### config.mk
export PLATFORM = sky130hd
export DESIGN_NAME = data_ram_arbiter
export DESIGN_NICKNAME = d
export VERILOG_FILES = /design/src/rtl/data_ram_arbiter_pkg.sv /design/src/rtl/data_ram_arbiter_rr_pick2.sv /design/src/rtl/data_ram_arbiter.sv
export SDC_FILE = /design/constraint.sdc
export NUM_CORES = 1
export LEC_CHECK = 0
export BUFFER_PORTS_ARGS = -buffer_cell sky130_fd_sc_hd__buf_2
export CAP_MARGIN = 20
export CORE_ASPECT_RATIO = 0.6
export CORE_MARGIN = 2
export CORE_UTILIZATION = 44
export CTS_CLUSTER_DIAMETER = 120
export DETAILED_ROUTE_END_ITERATION = 10
export GPL_TIMING_DRIVEN = 0
export HOLD_SLACK_MARGIN = 0.05
export PLACE_DENSITY_LB_ADDON = 0.25
export SLEW_MARGIN = 5
export SYNTH_ARGS = -nofsm -noshare
export SYNTH_HDL_FRONTEND = slang
export SYNTH_SLANG_ARGS = --single-unit
### constraint.sdc
create_clock -name clk -period 2.4 [get_ports clk]
set_clock_uncertainty 0.15 [all_clocks]
set_input_delay 0.24 -clock clk [delete_from_list [all_inputs] [get_ports clk]]
set_output_delay 0.24 -clock clk [all_outputs]
set_load 0.02 [all_outputs]
### src/rtl/data_ram_arbiter_pkg.sv
// Shared constants for the data RAM arbiter: FSM encodings, requester IDs
// and the width of the access-window counter.
package data_ram_arbiter_pkg;

    typedef enum logic [1:0] {
        ST_IDLE   = 2'd0,
        ST_ACCESS = 2'd1,
        ST_DONE   = 2'd2
    } state_t;

    localparam logic REQ_CPU = 1'b0;
    localparam logic REQ_LDR = 1'b1;

    // Wide enough for ACCESS_CYCLES-1 with ACCESS_CYCLES up to 15.
    localparam int CNT_W = 4;

endpackage

### src/rtl/data_ram_arbiter_rr_pick2.sv
// Combinational 2-way round-robin select: a lone requester wins outright,
// a tie goes to whichever requester was not served last.
module data_ram_arbiter_rr_pick2
    import data_ram_arbiter_pkg::*;
(
    input  logic req0,
    input  logic req1,
    input  logic last,
    output logic grant_valid,
    output logic grant_id
);

    always_comb begin
        grant_valid = req0 | req1;
        if (req0 && req1) begin
            grant_id = ~last;
        end else if (req1) begin
            grant_id = REQ_LDR;
        end else begin
            grant_id = REQ_CPU;
        end
    end

endmodule

### src/rtl/data_ram_arbiter.sv
// Shares one single-port data RAM between the CPU (port 0) and the loader
// (port 1) with round-robin arbitration and a fixed-length strobe window.
module data_ram_arbiter
    import data_ram_arbiter_pkg::*;
#(
    parameter int ADDR_W        = 32,
    parameter int DATA_W        = 32,
    parameter int ACCESS_CYCLES = 1
) (
    input  logic              clk,
    input  logic              rst,
    input  logic              req0,
    input  logic              we0,
    input  logic [ADDR_W-1:0] addr0,
    input  logic [DATA_W-1:0] wdata0,
    output logic              ack0,
    input  logic              req1,
    input  logic              we1,
    input  logic [ADDR_W-1:0] addr1,
    input  logic [DATA_W-1:0] wdata1,
    output logic              ack1,
    output logic [DATA_W-1:0] rdata,
    output logic              busy,
    output logic              owner,
    output logic [ADDR_W-1:0] address,
    output logic [DATA_W-1:0] wdata,
    output logic              mem_wr,
    output logic              mem_rd,
    input  logic [DATA_W-1:0] rd_data
);

    generate
        if (ACCESS_CYCLES < 1 || ACCESS_CYCLES > 15) begin : g_bad_cfg
            $error("data_ram_arbiter: ACCESS_CYCLES=%0d is outside 1..15", ACCESS_CYCLES);
        end
    endgenerate

    localparam logic [CNT_W-1:0] CNT_LOAD = CNT_W'(ACCESS_CYCLES - 1);

    state_t              state, state_next;
    logic [CNT_W-1:0]    cnt, cnt_next;
    logic                we_lat, we_lat_next;
    logic                last, last_next;
    logic                grant_valid, grant_id;

    logic                ack0_next, ack1_next, busy_next, owner_next;
    logic                mem_wr_next, mem_rd_next;
    logic [DATA_W-1:0]   rdata_next, wdata_next;
    logic [ADDR_W-1:0]   address_next;
    logic                sel_we;

    data_ram_arbiter_rr_pick2 u_pick (
        .req0        (req0),
        .req1        (req1),
        .last        (last),
        .grant_valid (grant_valid),
        .grant_id    (grant_id)
    );

    // Handshake: a requester raises req with we/addr/wdata and holds them
    // until it sees its one-cycle ack, then drops req at the edge ending the
    // ack cycle. req is only sampled in IDLE, so a req still high after DONE
    // is a fresh access and a dropped req is never served twice.
    always_comb begin
        state_next   = state;
        cnt_next     = cnt;
        we_lat_next  = we_lat;
        last_next    = last;
        ack0_next    = 1'b0;
        ack1_next    = 1'b0;
        busy_next    = busy;
        owner_next   = owner;
        rdata_next   = rdata;
        address_next = address;
        wdata_next   = wdata;
        mem_wr_next  = mem_wr;
        mem_rd_next  = mem_rd;
        sel_we       = (grant_id == REQ_LDR) ? we1 : we0;

        case (state)
            ST_IDLE: begin
                if (grant_valid) begin
                    state_next   = ST_ACCESS;
                    owner_next   = grant_id;
                    we_lat_next  = sel_we;
                    address_next = (grant_id == REQ_LDR) ? addr1 : addr0;
                    wdata_next   = (grant_id == REQ_LDR) ? wdata1 : wdata0;
                    cnt_next     = CNT_LOAD;
                    busy_next    = 1'b1;
                    mem_wr_next  = sel_we;
                    mem_rd_next  = ~sel_we;
                end
            end
            ST_ACCESS: begin
                if (cnt != '0) begin
                    cnt_next = cnt - CNT_W'(1);
                end else begin
                    // rd_data is combinational on the held address, so it is
                    // settled by the final strobe cycle.
                    if (!we_lat) begin
                        rdata_next = rd_data;
                    end
                    mem_wr_next = 1'b0;
                    mem_rd_next = 1'b0;
                    ack0_next   = (owner == REQ_CPU);
                    ack1_next   = (owner == REQ_LDR);
                    last_next   = owner;
                    state_next  = ST_DONE;
                end
            end
            ST_DONE: begin
                busy_next  = 1'b0;
                state_next = ST_IDLE;
            end
            default: begin
                busy_next   = 1'b0;
                mem_wr_next = 1'b0;
                mem_rd_next = 1'b0;
                state_next  = ST_IDLE;
            end
        endcase
    end

    always_ff @(posedge clk) begin
        if (rst) begin
            state   <= ST_IDLE;
            cnt     <= '0;
            we_lat  <= 1'b0;
            last    <= REQ_LDR;
            ack0    <= 1'b0;
            ack1    <= 1'b0;
            busy    <= 1'b0;
            owner   <= REQ_CPU;
            rdata   <= '0;
            address <= '0;
            wdata   <= '0;
            mem_wr  <= 1'b0;
            mem_rd  <= 1'b0;
        end else begin
            state   <= state_next;
            cnt     <= cnt_next;
            we_lat  <= we_lat_next;
            last    <= last_next;
            ack0    <= ack0_next;
            ack1    <= ack1_next;
            busy    <= busy_next;
            owner   <= owner_next;
            rdata   <= rdata_next;
            address <= address_next;
            wdata   <= wdata_next;
            mem_wr  <= mem_wr_next;
            mem_rd  <= mem_rd_next;
        end
    end

endmodule
==> results.ini <==
[floorplan]
ios=268
start_util_pct=44.8
num_rows=29
fp.coreArea_um2=10500
die_w_um=137
dieArea_um2=11600
die_h_um=84.1

[hold_path]
hold_depth=3
hp-class=input pin to register
min-delay-start=wdata0[15]
worstHoldEndpoint=wdata[15]

[clocking]
cts_setup_buffers=0
clockBufferDepth=2
post_cts_resized=0
ctsRootBufferMaster=clkbuf_16
cts_sinks=110
path_clk_slew_ns=0.07
cts_made_buffers=9
cts_tree=done
clock_latency_ns=0.34
cts-htree-levels=3

[layout]
fin_util_pct=73.7
syn_to_final_growth_pct=64.4
nets=997
fillers=762
multi_input_area_um2=2190
layout_commonest_cell=buf_2
n_antenna_cell=0
fin_area_um2=7730
seqCellArea_um2=2200
drive_gt1_share_pct=37.8
final_cell_mix=284 x buf_2, 123 x dlygate4sd3_1, 110 x dfxtp_1

[critical_path]
required_ns=2.45
reg2reg_depth=6
cp_max_fo=10
crit_path_start_kind=register
r2r_end=address[13]
path_class=register to register
end_kind=register
r2r_setup_slack_ns=0.18
r2r_start=last
cp.arrival_ns=2.28

[global_route]
grt.total_usage_pct=29.7
grt.overflow.total=0
grt_pass1_wl_mm=26.9
grt_pass1_vias=5418
antenna_found_initial=0
grt_max_degree=17

[power]
p_per_area_nw_per_um2=627
p_leak_nw=3.50
vdd_drop_max_mv=0.411

[route]
drtIter0Drc=348
wl_per_cell_um=18.1
firstDrtPassIters=6
num_vias=5344
wirelength_mm=17.6
drc_errors=0
via_per_inst=5.49
drtAntennaViolNets=0

[logic_synthesis]
synthFlopType=dfxtp_1
yosysUniqueCellTypes=35
yosysWarnings=0
ys_seq_area_share_pct=46.8
syn_inst=430
syn-num-nets=597
syn_area_per_cell_um2=10.9
ys_ff_latch=110
syn_area_um2=4700
synth_edf_count=0
synthArstFlopShare_pct=0

[sta]
period_share_pct=92.6
setup_viol=0
slew-limit-headroom_pct=64.2
fmax_ghz=0.450
worst_pin_slew_ns=0.537
hold_viol=0
fin_tns_setup_ns=0
whs_ns=0.0483
worst_slack_ns=0.178
rsz0062_at_grt=no
min_period_ns=2.22
slew_viol_final=0

[placed_design]
dp_worst_setup_slack_ns=0.492
port_buffers=266
place_area_um2=6210
place_congestion=0.847
hpwlAfterDp_mm=11.4

[run_status]
status=finished, final reports clean

[job]
max_cap_viol_count=0

[power breakdown]
part | internal (W) | switching, W
clock | 0.000834 | 0.000642
sequential | 0.00199 | 0.0000906
combinational | 0.000594 | 0.000687
[worst max path at each step]
stage	from	endpoint	slack (ns)	cells after the start
2_1_floorplan	cnt[0]	rdata[2]	0.67	7
3_3_place_gp	cnt[0]	rdata[5]	0.55	7
3_5_place_dp	cnt[0]	rdata[5]	0.49	7
4_1_cts	last	address[13]	0.27	6
5_1_grt	last	address[13]	0.04	6
6_report	last	address[13]	0.18	6
[stage by stage]
| stage | std cells | power (W) |
|---|---|---|
| final | 973 | 0.00484 |
| after global routing | 973 | 0.00505 |
| after CTS | 972 | 0.00482 |
| after detailed placement | 835 | 0.00317 |
| after global placement | 835 | 0.00314 |
| after floorplan | 430 | 0.00274 |
[cells by family (layout without fill, tap and decap cells)]
logic type	after synthesis	count (layout)	synth area share (%)
AND/OR/NAND/NOR	52	52	8.68
adder cells (fa/ha/maj)	1	1	0.266
buffers and inverters	55	459	6.63
multiplexers	65	65	13.8
flip-flops	110	110	46.8
AO/OA/AOI/OAI	147	147	23.7
[repair_timing]
item / CTS / global route
hold endpoints to repair: 80 / 1
hold buffers: 122 / 1
setup endpoints to repair: 0 / 0
[worst max-delay path, cell delays in order (launching register included)]
cell and delay, ns:
dfxtp_1 0.32, a21boi_2 0.20, buf_4 0.25, buf_4 0.25, mux2i_1 0.27, dlygate4sd3_1 0.59
o2bb2ai_1 0.07
[sequential cells by signal, indices dropped and copies added (netlist names)]
name	cells
we_lat	1
mem_wr	1
ack0	1
ack1	1
busy	1
cnt	4
mem_rd	1
last	1
address	32
state	2
rdata	32
owner	1
wdata	32
[layer usage]
layer	share of wire, %	vias to the layer above	global-route usage, %
li1	-	2472	-
met5	0	-	0
met4	3.4	0	12.7
met3	8.3	55	7.89
met1	40	2521	34.7
met2	48	296	51.1
[cell usage after synthesis (all sizes together), types with 2 or more instances]
master     n  share of area, %
buf       34               5.0
o221ai     3              0.56
nor3b      2              0.32
clkbuf    16               1.3
a21oi     37               3.9
dfxtp    110                47
nand4b    33               6.1
inv        5              0.40
nand2      2              0.16
nand2b     4              0.53
a21boi     2              0.40
o2bb2ai   66                12
nor3       2              0.21
or3        3              0.51
mux2i     65                14
o31ai     32               5.1
[final cells by class]
cell class	count	area share, %
repair buffers	389	33.2
clock buffers	12	3.19
clock inverters	3	0.583
inverters	5	0.243
flip-flops and latches	110	28.5
multi-input cells	265	28.3
plain buffers	50	3.79
well taps	139	2.25
Note: power is estimated with default switching activity, not from simulation.
